===== src/rtl/hazard_ctrl_unit.sv =====
// Hazard/forwarding controller: RAW forwarding, load-use stalls, branch flushes and MUL/DIV wait.
// Optional performance counters are enabled by defining HAZARD_PERF_EN.
module hazard_ctrl_unit #(
  parameter int unsigned XLEN       = 32,
  parameter int unsigned RADDR_W    = 5,
  parameter int unsigned NSTG       = 3,
  parameter int unsigned LOAD_RDY   = 2,
  parameter int unsigned MD_TIMEOUT = 64
) (
  input  logic                    clk,
  input  logic                    rst_n,
  input  logic                    rs1_used_id,
  input  logic                    rs2_used_id,
  input  logic [RADDR_W-1:0]      rs1_addr_id,
  input  logic [RADDR_W-1:0]      rs2_addr_id,
  input  logic [NSTG-1:0]         stg_we,
  input  logic [NSTG*RADDR_W-1:0] stg_wr,
  input  logic [NSTG*XLEN-1:0]    stg_wd,
  input  logic [NSTG-1:0]         stg_is_load,
  input  logic                    md_start_ex,
  input  logic                    md_done,
  input  logic                    branch_taken_ex,
  output logic                    keep_pc,
  output logic                    stall_if_id,
  output logic                    stall_id_ex,
  output logic                    stall_ex,
  output logic                    flush_if_id,
  output logic                    flush_id_ex,
  output logic                    fwd1_en,
  output logic                    fwd2_en,
  output logic [XLEN-1:0]         fwd1_data,
  output logic [XLEN-1:0]         fwd2_data,
  output logic                    md_timeout
`ifdef HAZARD_PERF_EN
  ,
  input  logic                    perf_clr,
  output logic [31:0]             perf_lu_cnt,
  output logic [31:0]             perf_md_cnt,
  output logic [31:0]             perf_fl_cnt
`endif
);

  localparam int unsigned CW = $clog2(MD_TIMEOUT) + 1;

  typedef enum logic [0:0] {StRun, StMdWait} state_e;

  state_e         state_q, state_d;
  logic [CW-1:0]  cnt_q, cnt_d;
  logic           lu1, lu2, load_use;
  logic           lu_stall, md_wait_cyc, br_flush;

  // Youngest hit wins; a not-yet-ready load blocks forwarding from any older stage.
  always_comb begin
    logic hit1, hit2;
    hit1      = 1'b0;
    hit2      = 1'b0;
    lu1       = 1'b0;
    lu2       = 1'b0;
    fwd1_en   = 1'b0;
    fwd2_en   = 1'b0;
    fwd1_data = '0;
    fwd2_data = '0;
    for (int unsigned i = 0; i < NSTG; i++) begin
      if (!hit1 && rs1_used_id && stg_we[i] && (stg_wr[i*RADDR_W +: RADDR_W] == rs1_addr_id)
          && (stg_wr[i*RADDR_W +: RADDR_W] != '0)) begin
        hit1 = 1'b1;
        if (stg_is_load[i] && (i < LOAD_RDY)) begin
          lu1 = 1'b1;
        end else begin
          fwd1_en   = 1'b1;
          fwd1_data = stg_wd[i*XLEN +: XLEN];
        end
      end
      if (!hit2 && rs2_used_id && stg_we[i] && (stg_wr[i*RADDR_W +: RADDR_W] == rs2_addr_id)
          && (stg_wr[i*RADDR_W +: RADDR_W] != '0)) begin
        hit2 = 1'b1;
        if (stg_is_load[i] && (i < LOAD_RDY)) begin
          lu2 = 1'b1;
        end else begin
          fwd2_en   = 1'b1;
          fwd2_data = stg_wd[i*XLEN +: XLEN];
        end
      end
    end
  end

  assign load_use = lu1 | lu2;

  always_comb begin
    state_d     = state_q;
    cnt_d       = cnt_q;
    keep_pc     = 1'b0;
    stall_if_id = 1'b0;
    stall_id_ex = 1'b0;
    stall_ex    = 1'b0;
    flush_if_id = 1'b0;
    flush_id_ex = 1'b0;
    md_timeout  = 1'b0;
    lu_stall    = 1'b0;
    md_wait_cyc = 1'b0;
    br_flush    = 1'b0;
    if ((state_q == StMdWait) && !md_done) begin
      // EX is frozen, so branch and load-use inputs are meaningless here.
      keep_pc     = 1'b1;
      stall_if_id = 1'b1;
      stall_id_ex = 1'b1;
      stall_ex    = 1'b1;
      md_wait_cyc = 1'b1;
      cnt_d       = cnt_q + CW'(1);
      if (cnt_q == CW'(MD_TIMEOUT - 1)) begin
        md_timeout = 1'b1;
        state_d    = StRun;
        cnt_d      = '0;
      end
    end else begin
      state_d = StRun;
      cnt_d   = '0;
      if (md_start_ex && !md_done) begin
        state_d     = StMdWait;
        keep_pc     = 1'b1;
        stall_if_id = 1'b1;
        stall_id_ex = 1'b1;
        stall_ex    = 1'b1;
      end else if (branch_taken_ex) begin
        flush_if_id = 1'b1;
        flush_id_ex = 1'b1;
        br_flush    = 1'b1;
      end else if (load_use) begin
        keep_pc     = 1'b1;
        stall_if_id = 1'b1;
        flush_id_ex = 1'b1;
        lu_stall    = 1'b1;
      end
    end
  end

  always_ff @(posedge clk or negedge rst_n) begin
    if (!rst_n) begin
      state_q <= StRun;
      cnt_q   <= '0;
    end else begin
      state_q <= state_d;
      cnt_q   <= cnt_d;
    end
  end

`ifdef HAZARD_PERF_EN
  always_ff @(posedge clk or negedge rst_n) begin
    if (!rst_n) begin
      perf_lu_cnt <= '0;
      perf_md_cnt <= '0;
      perf_fl_cnt <= '0;
    end else if (perf_clr) begin
      perf_lu_cnt <= '0;
      perf_md_cnt <= '0;
      perf_fl_cnt <= '0;
    end else begin
      if (lu_stall && (perf_lu_cnt != 32'hFFFF_FFFF)) perf_lu_cnt <= perf_lu_cnt + 32'd1;
      if (md_wait_cyc && (perf_md_cnt != 32'hFFFF_FFFF)) perf_md_cnt <= perf_md_cnt + 32'd1;
      if (br_flush && (perf_fl_cnt != 32'hFFFF_FFFF)) perf_fl_cnt <= perf_fl_cnt + 32'd1;
    end
  end
`else
  logic unused_perf;
  assign unused_perf = lu_stall ^ md_wait_cyc ^ br_flush;
`endif

endmodule


===== config.mk =====
export PLATFORM = sky130hd
export DESIGN_NAME = hazard_ctrl_unit
export DESIGN_NICKNAME = d
export VERILOG_FILES = /design/src/rtl/hazard_ctrl_unit.sv
export SDC_FILE = /design/constraint.sdc
export NUM_CORES = 1
export LEC_CHECK = 0
export CAP_MARGIN = 30
export CORE_AREA = 3 3 80 82
export CTS_CLUSTER_DIAMETER = 80
export DETAILED_ROUTE_END_ITERATION = 8
export DIE_AREA = 0 0 83 85
export DONT_BUFFER_PORTS = 1
export PLACE_DENSITY = 0.57
export SLEW_MARGIN = 25
export SYNTH_ARGS = -nofsm -noshare
export SYNTH_HDL_FRONTEND = slang
export SYNTH_SLANG_ARGS = --single-unit

===== constraint.sdc =====
create_clock -name clk -period 8.7 [get_ports clk]
set_input_delay 1.74 -clock clk [delete_from_list [all_inputs] [get_ports clk]]
set_output_delay 1.74 -clock clk [all_outputs]
set_load 0.02 [all_outputs]

Word-level counts from Yosys, hierarchy flattened
Index checks and enable logic that the tools add are counted.
W data, S select, Z words.
- register bits after elaboration: 8
- logic and storage cells: 91
- output and inout port bits: 73
- input port bits: 134
- $add $sub $neg: 1
- equality and inequality tests: 8
- reduce and logical (&&, ||, !) cells: 32
- muxes and demuxes: 47
- bitwise gates (word level): 1
- operator list (kind ; number):
    $mux W32 ; 9
    $mux W1 ; 36
    $eq A5 B5 Y1 ; 6
    $logic_and A1 B1 Y1 ; 24
    $reduce_bool A5 Y1 ; 3
    $mux W7 ; 2
    $add A7 B1 Y7 const B ; 1
    $eq A7 B6 Y1 const B ; 1
    $logic_not A1 Y1 ; 5
    $ne A2 B1 Y1 const B ; 1
    $or A1 B1 Y1 ; 1

Longest topological paths before layout
- depth in word-level cells: 16
- gate-level depth with buffers: 8

Worst setup path after synthesis
No wires, ideal clock.
- kind: input -> output
- start point: input stg_wr[1]
- end point: output stall_if_id
- stages: 8
- required time: 6.960 ns
- path slack: 3.133 ns
- arrival: 3.827 ns
- cell sequence: or4_4 o211ai_1 o21ai_1 buf_2 buf_1 o22a_1 o221ai_1 buf_4
- cells in the longest elaborated chain, start to end: 15
- ends and longest elaborated chain (element ; RTL line ; source):
    from (decl) ; 17 ; input logic [NSTG*RADDR_W-1:0] stg_wr,
    $eq A5 B5 Y1, on equally long branches ; 64, 74 ;
    $logic_and A1 B1 Y1, on equally long branches ; 64, 74 ;
    $logic_and A1 B1 Y1, on equally long branches ; 65, 75 ;
    $mux W1, on equally long branches ; 64, 74 ;
    $logic_not A1 Y1, on equally long branches ; 64, 74 ;
    $logic_and A1 B1 Y1, on equally long branches (3 in series) ; 64, 74 ;
    $logic_and A1 B1 Y1, on equally long branches ; 65, 75 ;
    $mux W1, on equally long branches ; 64, 74 ;
    $or A1 B1 Y1 * ; 87 ; assign load_use = lu1 | lu2;
    $mux W1 * (4 in series) ; n/a ;
    to (decl) ; 24 ; output logic stall_if_id,
Every way passes the cells marked *; elsewhere a longest branch is shown, timed or not.

Worst setup path after layout
- start point: input stg_wr[5]
- end point: output fwd1_data[11]
- cells in the longest elaborated chain, start to end: 10
- ends and longest elaborated chain (element ; RTL line ; source):
    $eq A5 B5 Y1 ; 64 ; if (!hit1 && rs1_used_id && stg_we[i] && (stg_wr[i*RADDR_W +: RADDR_W] == rs1_addr_id)
    $logic_and A1 B1 Y1 ; 64 ;
    $logic_and A1 B1 Y1 * ; 65 ; && (stg_wr[i*RADDR_W +: RADDR_W] != '0)) begin
    $mux W1 ; 64 ;
    $logic_not A1 Y1 ; 64 ;
    $logic_and A1 B1 Y1 (3 in series) ; 64 ;
    $logic_and A1 B1 Y1 ; 65 ;
    $mux W32 * ; 64 ;
    to (decl) ; 31 ; output logic [XLEN-1:0] fwd1_data,
Marks and branches as above.

==> impl_metrics.toml <==
[worst_setup_path]
path_cells = "or4_1 > o21ai_2 > or4_1 > buf_4 > and4_1 > buf_6 > a221o_1"
critical_path.max_stage_delay_ps = 660
criticalPathCategory = "in2out"
end_kind = "output port"
cp_num_buf_inv = 2
cp_slowest_cell = "and4_1"
cpMostUsedCell = "or4_1"
crit_required_ps = 6960
crit_fanout = 28
cp_top_family = "simple AND/OR/NAND/NOR gates"
start_kind = "input port"
critical_path_arrival_ps = 4070
path_depth = 7
reg2reg_depth = 5
r2r_start = "cnt_q[0]"
worstSetupStartpoint = "stg_wr[5]"

[power]
vdd_drop_max_v = 0.0000613
swShare_pct = 36.8
p_int_uw = 91.4
netSwitchingPower_uw = 53.2
seqPwrFrac_pct = 26.6
pwr-share-clk_pct = 30.4
leakagePower_uw = 0.000912
p_comb_share_pct = 42.9
p_per_area_nw_per_um2 = 56.9

[grt]
grt_pass1_wl_microns = 14000
antenna_found_initial = 0
grt_pass1_vias = 2718
grt_overflow = 0
track_usage_pct = 23.8
grt_max_degree = 56

[clock_network]
root_buffer = "clkbuf_8"
h-tree-depth = 1
cts_tree = "done"
cts_hold_buf = 0
post_cts_resized = 0
clk_latency_ps = 230
clockBufferDepth = 2
cts_setup_buffers = 0
path_clk_slew_ps = 40
clkSinkCount = 8
cts_buffers = 3

[timing]
rsz0062_at_grt = "no"
hold_viol = 0
setup_viol = 0
fmax_ghz = 0.172
layout_worst_path_cycle_share_pct = 66.8
slew_violations = 0
maxSlewHeadroom_pct = 37.5
worst_clock_skew_ps = 0.603
tightest_slew_ps = 955
tns_ps = 0
hold_ws_ps = 453
fin_crit_ps = 5810

[die]
io-pin-count = 207
fp.dieW_microns = 83
die-height_microns = 85
die_area_sq_um = 7060
fp.coreArea_sq_um = 5820
initial_core_util_pct = 43.5
rows = 28

[drt]
wl_met3_microns = 928
drt-total-wl_microns = 9190
via_per_inst = 7.08
drtIter0Drc = 112
drtAntennaViolNets = 0
drt-met1-wl_microns = 3640
wl_met2_microns = 4480
route.vias.total = 2781
dr.pass1.iters = 5
route.detailed.drc = 0
top_layer_used = "met4"
wl_per_cell_microns = 23.4

[synth]
yosysTopAreaCell = "a221o_1"
ys_types = 42
synth_nets = 480
synthesis.area_sq_um = 2530
synthTopCellsByArea = "a221o_1, nor4_1, dfrtp_1, nor2b_1, xnor2_1"
synth_top_area_share_pct = 21.4
ys_ff_latch = 8
yosysSeqAreaShare_pct = 7.91
postSynthCellCount = 345
synth-warning-count = 0
avgSynthCellArea_sq_um = 7.33

[run_status]
status = "finished, final reports clean"

[flow_run]
maxCapViolations = 0

[placement]
hpwlAfterDp_microns = 6790
routabilityCongestion = 0.863
portBuffers = 0

[layout]
syn_to_final_growth_pct = 0.396
layout.nets = 455
drive_above_1_share_pct = 8.49
final_common_cell = "nor4_1"
n_antenna_cell = 0
layout_common_cells = "nor4_1, a221o_1, inv_1"
fillers = 600

[worst_hold_path]
hp-start = "cnt_q[0]"
min_delay_path_depth = 1
hold_class = "reg2reg"
[power groups by stage]
| stage | clock network, uW | logic [uW] | registers [uW] |
|---|---|---|---|
| after floorplan | 0 | 58.8 | 38.9 |
| after global placement | 0 | 60.8 | 39.0 |
| after detailed placement | 0 | 61.8 | 39.0 |
| after CTS | 45.3 | 62.0 | 38.5 |
| after global routing | 47.9 | 67.9 | 38.6 |
| final | 44.0 | 62.1 | 38.5 |
[Yosys cell counts (all sizes together)]
| library cell | number |
|---|---|
| a211o | 1 |
| a21bo | 1 |
| a21boi | 1 |
| a221o | 54 |
| a311o | 3 |
| and3 | 4 |
| and4 | 1 |
| buf | 16 |
| clkbuf | 22 |
| clkinv | 1 |
| dfrtp | 8 |
| ha | 1 |
| inv | 36 |
| nand2 | 17 |
| nand2b | 2 |
| nand3 | 11 |
| nand4 | 1 |
| nor2 | 10 |
| nor2b | 30 |
| nor3 | 6 |
| nor4 | 58 |
| nor4b | 1 |
| o211a | 1 |
| o211ai | 1 |
| o21a | 1 |
| o21ai | 4 |
| o21bai | 1 |
| o221ai | 10 |
| o22a | 1 |
| or2 | 1 |
| or3 | 2 |
| or4 | 4 |
| xnor2 | 21 |
| xor2 | 13 |
[registers in the layout (all words and copies together) (netlist names)]
signal and flops:
state_q 1, cnt_q 7
[cell families (layout without fill, tap and decap cells)]
group           count (synthesis)  after routing  synth area share [%]
compound gates                 79             79                  31.6
fa+ha+maj                       1              1                 0.494
buf+inv                        75             48                  13.6
simple gates                  148            148                  34.6
flops                           8              8                  7.91
xor+xnor                       34             34                  11.8
[metal layers]
layer / vias up / GRT usage (%)
met3: 11 / 6.60
met4: 0 / 6.24
met5: - / 0
li1: 1290 / -
met2: 202 / 41.8
met1: 1278 / 28.6
[final cells by class]
type                            count  area (sq um)  share of cell area, %
Sequential cell                     8           200                   7.88
Inverter                           37           139                   5.47
Clock buffer                        3          41.3                   1.63
Multi-Input combinational cell    262          2000                   78.8
Tap cell                           75          93.8                   3.69
Timing Repair Buffer                8          63.8                   2.51
[worst paths after layout]
kind                                  to  slack (ps)
setup reg to reg                 state_q        6880
min in group asynchronous       cnt_q[0]        1210
max in group asynchronous        state_q        7420
hold reg to reg                 cnt_q[0]         450
hold / removal                  cnt_q[0]         450
setup / recovery           fwd1_data[11]        2890
[per-stage QoR]
step	cells	setup WS, ps	power, uW	instance area [sq um]	util (%)
2_1_floorplan	345	3130	97.7	2530	-
3_3_place_gp	389	2750	99.8	2490	42.8
3_5_place_dp	389	2740	101	2490	42.8
4_1_cts	392	2740	146	2530	43.5
5_1_grt	393	2770	154	2540	43.7
6_report	393	2890	145	2540	43.7
No activity file was read; power rests on OpenSTA's default activity.
